--- config.mk ---
export PLATFORM = sky130hd
export DESIGN_NAME = usr_sw_reader
export DESIGN_NICKNAME = d
export VERILOG_FILES = /design/src/rtl/usr_sw_pkg.sv /design/src/rtl/usr_sw_debounce_bit.sv /design/src/rtl/usr_sw_reader.sv
export SDC_FILE = /design/constraint.sdc
export NUM_CORES = 1
export LEC_CHECK = 0
export BUFFER_PORTS_ARGS = -buffer_cell sky130_fd_sc_hd__buf_2
export CAP_MARGIN = 20
export CORE_UTILIZATION = 60
export DETAILED_ROUTE_END_ITERATION = 10
export HOLD_SLACK_MARGIN = 0.03
export PLACE_DENSITY_LB_ADDON = 0.25
export RECOVER_POWER = 100
export SLEW_MARGIN = 5
export SYNTH_ARGS = -nofsm -noshare
export SYNTH_HDL_FRONTEND = slang
export SYNTH_SLANG_ARGS = --single-unit
--- constraint.sdc ---
create_clock -name sys0_clk -period 18.3 [get_ports sys0_clk]
set_clock_uncertainty 0.05 [all_clocks]
set_input_delay 1.83 -clock sys0_clk [delete_from_list [all_inputs] [get_ports sys0_clk]]
set_output_delay 1.83 -clock sys0_clk [all_outputs]
set_load 0.02 [all_outputs]
--- src/rtl/usr_sw_pkg.sv ---
// Shared sizing constants for the front-panel switch reader.
// Glitch-counter width and saturation value live here so top and bench agree.
package usr_sw_pkg;
  localparam int USR_SW_W            = 8;
  localparam int USR_SW_DEBOUNCE_DEF = 1000000;
  localparam int GLITCH_CNT_W        = 16;
  localparam logic [GLITCH_CNT_W-1:0] GLITCH_SAT = 16'hFFFF;
endpackage

--- src/rtl/usr_sw_debounce_bit.sv ---
// One switch bit: 2-flop synchroniser, debounce counter, stable state.
// chg_o pulses for one cycle alongside the stable flip; glitch_o flags an aborted count.
module usr_sw_debounce_bit #(
  parameter int DEBOUNCE_CYCLES = 1000000,
  parameter int CNT_W           = $clog2(DEBOUNCE_CYCLES)
) (
  input  logic sys0_clk,
  input  logic sys0_rst,
  input  logic raw_i,
  output logic stable_o,
  output logic chg_o,
  output logic glitch_o
);
  logic             meta_q, sync_q;
  logic             stable_q, stable_d;
  logic             chg_q, chg_d;
  logic [CNT_W-1:0] cnt_q, cnt_d;

  always_ff @(posedge sys0_clk or posedge sys0_rst) begin
    if (sys0_rst) begin
      meta_q   <= 1'b0;
      sync_q   <= 1'b0;
      stable_q <= 1'b0;
      chg_q    <= 1'b0;
      cnt_q    <= '0;
    end else begin
      meta_q   <= raw_i;
      sync_q   <= meta_q;
      stable_q <= stable_d;
      chg_q    <= chg_d;
      cnt_q    <= cnt_d;
    end
  end

  always_comb begin
    stable_d = stable_q;
    chg_d    = 1'b0;
    cnt_d    = cnt_q;
    glitch_o = 1'b0;
    if (sync_q != stable_q) begin
      if (cnt_q == CNT_W'(DEBOUNCE_CYCLES - 1)) begin
        stable_d = sync_q;
        chg_d    = 1'b1;
        cnt_d    = '0;
      end else begin
        cnt_d = cnt_q + CNT_W'(1);
      end
    end else begin
      // Input went back before the count completed: a rejected bounce.
      cnt_d    = '0;
      glitch_o = (cnt_q != '0);
    end
  end

  assign stable_o = stable_q;
  assign chg_o    = chg_q;
endmodule

--- src/rtl/usr_sw_reader.sv ---
// Debounced DIP-switch bank presented as a valid/ready change-event stream.
// Optional rejected-bounce counter enabled by defining USR_SW_GLITCH_CNT_EN.
module usr_sw_reader
  import usr_sw_pkg::*;
#(
  parameter int WIDTH           = USR_SW_W,
  parameter int DEBOUNCE_CYCLES = USR_SW_DEBOUNCE_DEF,
  parameter int CNT_W           = $clog2(DEBOUNCE_CYCLES)
) (
  input  logic                    sys0_clk,
  input  logic                    sys0_rst,
  input  logic [WIDTH-1:0]        usr_sw,
  output logic [WIDTH-1:0]        sw_state,
  output logic                    evt_valid,
  input  logic                    evt_ready,
  output logic [WIDTH-1:0]        evt_mask,
  output logic [WIDTH-1:0]        evt_state,
  output logic                    evt_ovf,
  input  logic                    glitch_clr,
  output logic [GLITCH_CNT_W-1:0] glitch_cnt
);
  logic [WIDTH-1:0] chg, glitch;

  for (genvar g = 0; g < WIDTH; g++) begin : g_bit
    usr_sw_debounce_bit #(
      .DEBOUNCE_CYCLES(DEBOUNCE_CYCLES),
      .CNT_W          (CNT_W)
    ) u_bit (
      .sys0_clk(sys0_clk),
      .sys0_rst(sys0_rst),
      .raw_i   (usr_sw[g]),
      .stable_o(sw_state[g]),
      .chg_o   (chg[g]),
      .glitch_o(glitch[g])
    );
  end

  logic             evt_valid_q, evt_valid_d;
  logic [WIDTH-1:0] evt_mask_q, evt_mask_d;
  logic [WIDTH-1:0] evt_state_q, evt_state_d;
  logic             evt_ovf_q, evt_ovf_d;
  logic [WIDTH-1:0] pend_mask_q, pend_mask_d;
  logic             pend_ovf_q, pend_ovf_d;
  logic [WIDTH-1:0] new_mask;
  logic             hit;

  always_ff @(posedge sys0_clk or posedge sys0_rst) begin
    if (sys0_rst) begin
      evt_valid_q <= 1'b0;
      evt_mask_q  <= '0;
      evt_state_q <= '0;
      evt_ovf_q   <= 1'b0;
      pend_mask_q <= '0;
      pend_ovf_q  <= 1'b0;
    end else begin
      evt_valid_q <= evt_valid_d;
      evt_mask_q  <= evt_mask_d;
      evt_state_q <= evt_state_d;
      evt_ovf_q   <= evt_ovf_d;
      pend_mask_q <= pend_mask_d;
      pend_ovf_q  <= pend_ovf_d;
    end
  end

  always_comb begin
    evt_valid_d = evt_valid_q;
    evt_mask_d  = evt_mask_q;
    evt_state_d = evt_state_q;
    evt_ovf_d   = evt_ovf_q;
    pend_mask_d = pend_mask_q;
    pend_ovf_d  = pend_ovf_q;
    new_mask    = pend_mask_q | chg;
    hit         = ((chg & pend_mask_q) != '0);
    // Output slot is free or being drained this edge: fold in this cycle's chg too.
    if (!evt_valid_q || evt_ready) begin
      if (new_mask != '0) begin
        evt_valid_d = 1'b1;
        evt_mask_d  = new_mask;
        evt_state_d = sw_state;
        evt_ovf_d   = pend_ovf_q | hit;
        pend_mask_d = '0;
        pend_ovf_d  = 1'b0;
      end else begin
        evt_valid_d = 1'b0;
      end
    end else begin
      pend_mask_d = new_mask;
      pend_ovf_d  = pend_ovf_q | hit;
    end
  end

  assign evt_valid = evt_valid_q;
  assign evt_mask  = evt_mask_q;
  assign evt_state = evt_state_q;
  assign evt_ovf   = evt_ovf_q;

`ifdef USR_SW_GLITCH_CNT_EN
  logic [GLITCH_CNT_W-1:0] gcnt_q, gcnt_d;
  logic [GLITCH_CNT_W:0]   gsum;

  always_ff @(posedge sys0_clk or posedge sys0_rst) begin
    if (sys0_rst) gcnt_q <= '0;
    else          gcnt_q <= gcnt_d;
  end

  always_comb begin
    gsum = {1'b0, gcnt_q};
    for (int i = 0; i < WIDTH; i++) gsum = gsum + (GLITCH_CNT_W+1)'(glitch[i]);
    if (glitch_clr)                   gcnt_d = '0;
    else if (gsum > {1'b0, GLITCH_SAT}) gcnt_d = GLITCH_SAT;
    else                              gcnt_d = gsum[GLITCH_CNT_W-1:0];
  end

  assign glitch_cnt = gcnt_q;
`else
  logic unused_glitch;
  assign unused_glitch = glitch_clr ^ (^glitch);
  assign glitch_cnt    = '0;
`endif
endmodule

==> reports/metrics.cfg, run 1 <==
[sta]
setup_viol=0
finalCritPeriodShare=0.461
worstMarginPinSlew_ps=6180
setup-tns-final_ps=0
rsz0062_at_grt=false
fin_ws_ps=9870
slew_headroom=-3.14
fin_crit_ps=8430
fmax_mhz=119
hold_violations=0
final_max_slew_viol_count=274

[route]
drtIter0Drc=372
vias=7472
wl_per_cell_um=15.0
first_pass_iters=6
wirelength_um=19300
ant_nets=0
via_per_inst=5.80
drc_errors=0

[global_routing]
antenna_found_initial=0
grt_max_degree=148
gr-total-overflow=0
grt_pass1_vias=7125
grt_usage=0.224
grt_first_pass_wirelength_um=33100

[place]
dp_slack_ps=14560
hpwl_um=12500
gp_congestion=0.824
io_buffer_count=36

[clocking]
cts_resized=0
clk_pin_slew_worst_paths_ps=60
htreeDepth=1
postCtsHoldBufs=0
cts_buffers=24
cts_tree=done
clkSinkCount=219
clock_path_buffers=3
ctsRootBufferMaster=clkbuf_16
clk_latency_ps=510
cts_setup_buffers=0

[synth]
synthArstFlopShare=1.00
synth.distinct_cells=54
syn_area_per_cell_um2=10.2
synth_edf_count=0
synth_cells=1015
synth_area_mm2=0.0104
synth-seq-cells=219
synth_flop_cell=dfrtp_1
ys_seq_area_frac=0.529
yosysWarnings=0

[outcome]
violations=capacitance limit, slew limit
status=finished, violations left

[floorplanning]
die_width_um=133
row_count=47
ios=54
die_area_mm2=0.0178
fp.dieH_um=133
coreArea_mm2=0.0167
start_util=0.620

[power_and_ir_drop]
clkPwrFrac=0.465
switching_share=0.217
seqPwrFrac=0.506
switching_power_mw=0.213
p_leak_nw=4.60
combPwrFrac=0.029
cellInternalPower_mw=0.769
vdd_drop_max_uv=83.2
power.density_mw_per_mm2=87.0

[setup_path]
reg2regPathDepth=4
cp.required_ps=18020
reg2reg_to=g_bit[2].u_bit.cnt_q[4]
critPathLaunch=sys0_rst
r2r-start=g_bit[2].u_bit.cnt_q[17]
worst-setup-path-type=input pin to asynchronous set/reset pin
path_max_fanout=147
worst_ep_arrival_time_ps=8150
cp-start-kind=input pin
worstSetupEndpointType=asynchronous set/reset pin
rrSetupSlack_ps=14410
cp-endpoint=g_bit[5].u_bit.cnt_q[9]

[final_layout]
final_cell_mix=dfrtp_1 (219), nor2_1 (145), xnor2_1 (75)
n_fill_cell=1325
layout_commonest_cell=dfrtp_1
area_growth_pct=8.88
drive_gt1_frac=0.0637
final_net_count=1070
antenna_cells=0

[hold_path]
hold_class=flip-flop to flip-flop

[flow_run]
maxCapViolCount=5

[per-layer routing]
layer  global-route usage  vias up  part of all wire
met4               0.0638        0             0.022
met1                0.311     3664              0.47
met3               0.0308       37             0.034
met5                    0        -                 0
li1                     -     3641                 -
met2                0.369      130              0.47
[cell families after synthesis]
group / count (synthesis) / share of synthesized area
AOI/OAI and AO/OA: 112 / 0.0711
xor gates and xnor gates: 112 / 0.0947
adders and majority gates: 8 / 0.00966
buffers and inverters: 76 / 0.0376
DFF: 219 / 0.529
muxes: 16 / 0.0174
other: 1 / 0.000362
and+or+nand+nor: 471 / 0.240
[worst max-delay path: stages]
cell,delay [ps]
buf_2,100
clkinvlp_2,3390
clkbuf_1,2770
[how the worst min path moves through the flow]
stage,from,endpoint,slack [ps],depth (start not counted)
floorplan,g_bit[0].u_bit.meta_q,g_bit[0].u_bit.sync_q,280,0
global placement,g_bit[6].u_bit.meta_q,g_bit[6].u_bit.sync_q,280,0
detailed placement,g_bit[0].u_bit.meta_q,g_bit[0].u_bit.sync_q,280,0
CTS,g_bit[4].u_bit.meta_q,g_bit[4].u_bit.sync_q,300,0
global route,g_bit[0].u_bit.meta_q,g_bit[0].u_bit.sync_q,300,0
finish,g_bit[4].u_bit.meta_q,g_bit[4].u_bit.sync_q,290,0
[cell usage after synthesis, types with 10 or more instances]
master    number  area (um^2)
and3_1        19          119
inv_1         26         97.6
xnor2_1       75          657
o31ai_1       12         90.1
nor3_1        26          130
and2_1        10         62.6
nor4_1        34          213
buf_4         25          188
nand4_1       43          269
o21ai_0       26          130
nand3_1       49          245
nor2_1       145          544
nand2_1       53          199
or4_1         21          158
or3_1         21          131
nand4b_1      11         96.3
a21oi_1       41          205
xor2_1        37          324
mux2_2        16          180
clkbuf_1      16         60.1
dfrtp_1      219         5480
[sequential cells by signal, summed over array words and instances, names as in the netlist]
name	count
pend_mask_q	8
pend_ovf_q	1
evt_valid	1
evt_ovf	1
g_bit.u_bit.cnt_q	160
g_bit.u_bit.stable_o	8
g_bit.u_bit.meta_q	8
g_bit.u_bit.sync_q	8
g_bit.u_bit.chg_o	8
evt_state	8
evt_mask	8
[stage by stage]
stage	utilization	instance area (um^2)	total power, mW	std cells	hold WS [ps]
floorplan	-	10400	0.529	1030	281
global placement	0.638	10700	0.534	1243	284
detailed placement	0.638	10700	0.535	1243	285
CTS	0.683	11400	0.996	1287	297
global route	0.675	11300	1.02	1288	305
finish	0.675	11300	0.982	1288	292
[power groups by stage]
stage                     clock network (mW)  registers [mW]  logic, mW
after floorplan                            0           0.503     0.0254
after global placement                     0           0.504     0.0301
after detailed placement                   0           0.505     0.0307
after CTS                              0.469           0.496     0.0308
after global routing                   0.488           0.497     0.0333
final                                  0.457           0.496     0.0284
[cell type report]
type                            count  area (um^2)  area share
Sequential cell                   219         5480       0.486
Tap cell                          220          275      0.0244
Timing Repair Buffer               44          175      0.0155
Inverter                           26         98.8     0.00876
Clock inverter                     11         80.1     0.00710
Multi-Input combinational cell    735         4490       0.398
Clock buffer                       33          676      0.0599
(Power assumes the default switching activity.)
==> run 2: changes to the inputs <==
Settings changed: ABC_AREA set to 1, CORE_UTILIZATION 60 to 56.
Clock period 18.3 ns to 7.6 ns, I/O delays scaled along.
==> run 2 against run 1 <==
  * Register-to-register slack lost 9400 ps
  * Sequential share of layout area shrank 3.7 points
  * First-iteration DRC count grew 35%
  * Core utilization shrank 4.8 points
  * Via count grew 18%
  * Total power grew to 2.6 times the previous value
  * Global-route usage grew 0.79 points
  * Wire length grew 14%
  * Die area grew 14%
  * The run now ends clean
  * Synthesized cell count grew 37%
==> reports/metrics.cfg, run 2 <==
[outcome]
status=completed

[final_layout]
final_cell_mix=nor2_1 (377), nand2_1 (268), dfrtp_1 (219)
multiInputGateArea_mm2=0.00486  ; +8.1%
final_area_mm2=0.0122  ; +8.3%
drive_gt1_frac=0.0440  ; -0.0197
n_fill_cell=1711  ; +29%
antenna_cells=0  ; unchanged
register_area_mm2=0.00548  ; unchanged
final_net_count=1459  ; +36%
layout_commonest_cell=nor2_1
largest_reg_flops=160  ; unchanged
regMostFlops=g_bit.u_bit.cnt_q
fin_util=0.628  ; -0.0475
area_growth_pct=10.2

[floorplanning]
die_width_um=143  ; +7.0%
ios=54  ; unchanged
row_count=51  ; +8.5%
fp.dieH_um=143  ; +7.0%
die_area_mm2=0.0204  ; +14%
start_util=0.570  ; -0.0507
coreArea_mm2=0.0195  ; +17%

[synth]
synth-seq-cells=219  ; unchanged
ys_seq_area_frac=0.494  ; -0.0346
synth.distinct_cells=36  ; -33%
yosysTopAreaCell=dfrtp_1
synthTopCellsByArea=dfrtp_1 (49%), nor2_1 (13%), nand2_1 (9.0%)
synth_flop_cell=dfrtp_1
synth_top_area_frac=0.494  ; -0.0346
synth_area_mm2=0.0111  ; +7.0%
synth_common_cells=nor2_1 (376), nand2_1 (265), dfrtp_1 (219)
synth_most_common_cell=nor2_1
syn_area_per_cell_um2=7.96  ; -22%
yosysWarnings=0  ; unchanged
synth_edf_count=0  ; unchanged
synth_cells=1393  ; +37%
synthArstFlopShare=1.00  ; unchanged

[clocking]
clk_pin_slew_worst_paths_ps=60  ; about the same
clkSinkCount=219  ; unchanged
cts_setup_buffers=0  ; unchanged
cts_buffers=24  ; unchanged
cts_resized=0  ; unchanged
cts_tree=done
ctsRootBufferMaster=clkbuf_16
postCtsHoldBufs=0  ; unchanged
htreeDepth=1  ; unchanged
clock_path_buffers=3  ; unchanged
clk_latency_ps=520  ; about the same

[global_routing]
grt_pass1_vias=8335  ; +17%
gr-total-overflow=0  ; unchanged
grt_first_pass_wirelength_um=38400  ; +16%
grt_usage=0.231  ; +0.00788
grt_max_degree=141  ; -4.7%
antenna_found_initial=0  ; unchanged

[route]
wirelength_um=22100  ; +14%
ant_nets=0  ; unchanged
via_per_inst=5.12  ; -12%
drtIter0Drc=504  ; +35%
vias=8803  ; +18%
drc_errors=0  ; unchanged
wl_per_cell_um=12.9  ; -14%
first_pass_iters=7  ; +1

[setup_path]
cp.required_ps=7940  ; -10080 ps
critPathLaunch=evt_valid
worst-setup-path-type=flip-flop to flip-flop
worst_ep_arrival_time_ps=2900  ; -5250 ps
rrSetupSlack_ps=5040  ; -9370 ps
cp-start-kind=flip-flop
path_max_fanout=28  ; -81%
worstSetupEndpointType=flip-flop
reg2reg_to=evt_mask[1]
cp-endpoint=evt_mask[1]
r2r-start=evt_valid
reg2regPathDepth=6  ; +2

[sta]
fin_crit_ps=2560
finalCritPeriodShare=0.337
setup-tns-final_ps=0  ; unchanged
hold_violations=0  ; unchanged
setup_viol=0  ; unchanged
fmax_mhz=390
worstMarginPinSlew_ps=1090  ; -5090 ps
final_max_slew_viol_count=0  ; -100%
fin_ws_ps=5040  ; -4830 ps
rsz0062_at_grt=false
slew_headroom=0.265  ; +3.41

[power_and_ir_drop]
vdd_drop_max_uv=210  ; +150%
p_leak_nw=5.51  ; +20%
power.total_mw=2.57  ; +160%
power.density_mw_per_mm2=210  ; +140%

[place]
dpl-instance-area_mm2=0.0114  ; +7.2%
hpwl_um=15200  ; +21%
io_buffer_count=36  ; unchanged
dp_slack_ps=4880  ; -9680 ps
gp_congestion=0.877  ; +6.4%

[hold_path]
hold_class=flip-flop to flip-flop

[flow_run]
maxCapViolCount=0  ; -5

[run 2: changes by cell type after synthesis, sizes merged, moves of 19 or more]
cell,previous run,this run
or4,22,0
xnor2,75,41
nor4,34,1
inv,26,124
or3,21,0
nor2,145,378
o21ai,27,8
a21oi,41,22
nand4,44,20
nand3,49,168
nand2,53,272
and3,19,0
[run 2: power by group]
part	switching (mW)	leakage, nW	internal (mW)	total (mW)
Combinational	0.0674	2.09	0.0210	0.0884
Sequential	0.0150	3.00	1.19	1.20
Clock	0.459	0.426	0.817	1.28
[run 2: per-stage QoR]
| step | hold WS, ps | cells |
|---|---|---|
| floorplan | 281 | 1408 |
| global placement | 284 | 1676 |
| detailed placement | 286 | 1677 |
| CTS | 279 | 1720 |
| global route | 284 | 1721 |
| finish | 292 | 1721 |
[run 2: cell type report]
class | count | share of cell area
well taps | 265 | 0.0271
inverters | 124 | 0.0387
repair buffers | 41 | 0.0155
clock inverters | 10 | 0.0149
multi-input cells | 1029 | 0.398
clock buffers | 33 | 0.0578
flip-flops and latches | 219 | 0.448
[run 2: logic make-up (layout without fill, tap and decap cells)]
family	after synthesis	in the layout	synth area share
buffers and inverters	160	208	0.0664
XOR/XNOR	93	93	0.0748
AND/OR/NAND/NOR	876	876	0.337
adder cells (fa/ha/maj)	8	8	0.00903
AO/OA/AOI/OAI	36	36	0.0176
flip-flops	219	219	0.494
other	1	16	0.000338
[run 2: worst min path at each step]
| stage | end | startpoint | depth (start not counted) |
|---|---|---|---|
| global placement | g_bit[6].u_bit.sync_q | g_bit[6].u_bit.meta_q | 0 |
| CTS | g_bit[3].u_bit.meta_q | usr_sw[3] | 1 |
| floorplan | g_bit[0].u_bit.sync_q | g_bit[0].u_bit.meta_q | 0 |
| finish | g_bit[0].u_bit.sync_q | g_bit[0].u_bit.meta_q | 0 |
| detailed placement | g_bit[0].u_bit.sync_q | g_bit[0].u_bit.meta_q | 0 |
| global route | g_bit[6].u_bit.meta_q | usr_sw[6] | 1 |
[run 2: metal layers]
metal  global-route usage  share of wire
met4               0.0555          0.020
met3               0.0312          0.037
met2                0.388           0.47
met1                0.319           0.48
met5                    0              0
[run 2: critical path: stages, from the launching register on]
cell     delay (ps)
dfrtp_1         370
inv_1            50
nor2_1           80
inv_1           740
nand2_1         820
nand2_1         240
nand2_1          70
==> run 3: changes to the inputs <==
Settings changed: ABC_AREA 1 to 0, CORE_UTILIZATION 56 to 55.
Clock period 7.6 ns to 2.23 ns, I/O delays scaled along.
==> run 3 against run 2 <==
  * The run now ends with DRC left
  * Cell area shrank 4.3%
  * Critical path depth stayed put
  * Sequential share of layout area increased by 2.0 points
  * Core utilization up 1.4 points
  * Sequential cell count stayed put
  * Via count is 14% lower
  * Largest cell class unchanged
==> reports/metrics.cfg, run 3 (synthesis gave the netlist of run 1 again) <==
[sta]
setup-tns-final_ps=0  ; unchanged
worstMarginPinSlew_ps=954  ; -140 ps
rsz0062_at_grt=false
setup_viol=0  ; unchanged
whs_ps=228  ; -63.8 ps
final_max_slew_viol_count=0  ; unchanged
hold_violations=0  ; unchanged
finalCritPeriodShare=0.946  ; +0.609
fin_crit_ps=2110  ; -452 ps
slew_headroom=0.360  ; +0.0953
fmax_mhz=474  ; +21%

[floorplanning]
fp.dieH_um=139  ; -2.4%
ios=54  ; unchanged
row_count=49  ; -3.9%
coreArea_mm2=0.0182  ; -6.4%
die_width_um=139  ; -2.4%
die_area_mm2=0.0194  ; -4.8%
start_util=0.569  ; -0.000637

[clocking]
clk_latency_ps=500  ; -20 ps
clk_pin_slew_worst_paths_ps=60  ; about the same
cts_buffers=24  ; unchanged
htreeDepth=1  ; unchanged
clock_path_buffers=3  ; unchanged
cts_setup_buffers=0  ; unchanged
cts_tree=done
ctsRootBufferMaster=clkbuf_16
clkSinkCount=219  ; unchanged

[setup_path]
rrSetupSlack_ps=120  ; -4920 ps
r2r-start=g_bit[3].u_bit.cnt_q[0]
cp.required_ps=2570  ; -5370 ps
cp-start-kind=flip-flop
cp_cell_sequence=ha_1, nand2_1, or2_2, o31ai_2, clkbuf_2, o21ba_2
reg2reg_to=g_bit[3].u_bit.cnt_q[18]
worstSetupEndpointType=flip-flop
crit_family=simple AND/OR/NAND/NOR gates
worst-setup-path-type=flip-flop to flip-flop
crit_cells=6  ; unchanged
critPathLaunch=g_bit[3].u_bit.cnt_q[0]
cp-endpoint=g_bit[3].u_bit.cnt_q[18]
path_max_fanout=20  ; -29%
cpPeakStageDelay_ps=390  ; -430 ps
crit_slowest_cell=clkbuf_2
path_buf_inv=1  ; -1
worst_ep_arrival_time_ps=2450  ; -450 ps
reg2regPathDepth=6  ; unchanged

[hold_path]
hold_class=input pin to flip-flop
hold_path_depth=5  ; +5

[global_routing]
gr-total-overflow=0  ; unchanged
grt_usage=0.211  ; -0.0204
grt_max_degree=51  ; -64%
grt_first_pass_wirelength_um=34400  ; -10%
antenna_found_initial=0  ; unchanged
grt_pass1_vias=7419  ; -11%

[route]
ant_nets=0  ; unchanged
first_pass_iters=9  ; +2
wl_per_cell_um=14.5  ; +13%
wirelength_um=19400  ; -12%
vias=7584  ; -14%
drc_errors=6  ; +6
drtIter0Drc=363  ; -28%
via_per_inst=5.66  ; +11%

[final_layout]
final_net_count=1113  ; -24%
final_cell_mix=dfrtp_1 (219), nor2_1 (145), xnor2_1 (75)
n_fill_cell=1489  ; -13%
layout_commonest_cell=dfrtp_1
drive_gt1_frac=0.0955  ; +0.0515
fin_util=0.642  ; +0.0143
area_growth_pct=12.9
largest_reg_flops=160  ; unchanged
final_area_mm2=0.0117  ; -4.3%
regMostFlops=g_bit.u_bit.cnt_q
antenna_cells=0  ; unchanged

[place]
dpl-instance-area_mm2=0.0110  ; -3.7%
hpwl_um=13400  ; -12%
io_buffer_count=36  ; unchanged
gp_congestion=0.838  ; -4.5%

[power_and_ir_drop]
cellInternalPower_mw=6.44  ; +220%
seqPwrFrac=0.499  ; +0.031
power.total_mw=8.16  ; +220%
switching_share=0.210  ; -0.000917
power.density_mw_per_mm2=697  ; +230%
clkPwrFrac=0.469  ; -0.028
p_leak_nw=4.83  ; -12%
vdd_drop_max_uv=795  ; +280%
switching_power_mw=1.71  ; +220%
combPwrFrac=0.032  ; -0.002

[outcome]
status=finished, violations left
violations=DRC

[flow_run]
maxCapViolCount=0  ; unchanged

[run 3: worst min path at each step]
stage | startpoint | to | slack, ps
4_1_cts | evt_ready | evt_valid | 200
3_5_place_dp | usr_sw[5] | g_bit[5].u_bit.meta_q | 280
2_1_floorplan | usr_sw[0] | g_bit[0].u_bit.meta_q | 200
3_3_place_gp | usr_sw[3] | g_bit[3].u_bit.meta_q | 280
6_report | evt_ready | evt_mask[6] | 230
5_1_grt | evt_ready | evt_mask[6] | 250
[run 3: area by class of cell]
cell class              count  area, um^2  area share
clock inverters             3        15.0     0.00128
inverters                  26        98.8     0.00845
well taps                 229         287      0.0245
flip-flops and latches    219        5480       0.469
multi-input cells         735        4520       0.387
clock buffers              40         772      0.0660
repair buffers             87         518      0.0443
[run 3: stage by stage]
stage | cells | worst slack, ps
6_report | 1339 | 121
5_1_grt | 1339 | 29.9
4_1_cts | 1339 | 153
3_5_place_dp | 1287 | 162
3_3_place_gp | 1287 | 167
2_1_floorplan | 1030 | -897
[run 3: repair_timing]
item | CTS | global route
hold buffers | 9 | 0
resized for setup | 0 | 0
hold endpoints to repair | 25 | 0
[run 3: per-layer routing]
metal	share of wire	wire [um]	GRT usage	vias to the layer above
li1	-	-	-	3738
met1	0.48	9290	0.297	3725
met2	0.48	9260	0.348	98
met3	0.031	597	0.0296	23
met4	0.015	288	0.0503	0
met5	0	0	0	-
[run 3: power by group through the flow]
| stage | clock, mW | combinational (mW) | sequential [mW] |
|---|---|---|---|
| after CTS | 3.94 | 0.298 | 4.07 |
| after global routing | 4.08 | 0.306 | 4.07 |
| after detailed placement | 0 | 0.284 | 4.14 |
| after global placement | 0 | 0.280 | 4.14 |
| after floorplan | 0 | 0.209 | 4.13 |
| final | 3.82 | 0.262 | 4.07 |
[run 3: tightest hold or removal path, cell delays in order]
cell and delay, ps:
buf_2 110, nor2b_1 50, buf_4 180, nor2_1 100, a21o_1 90
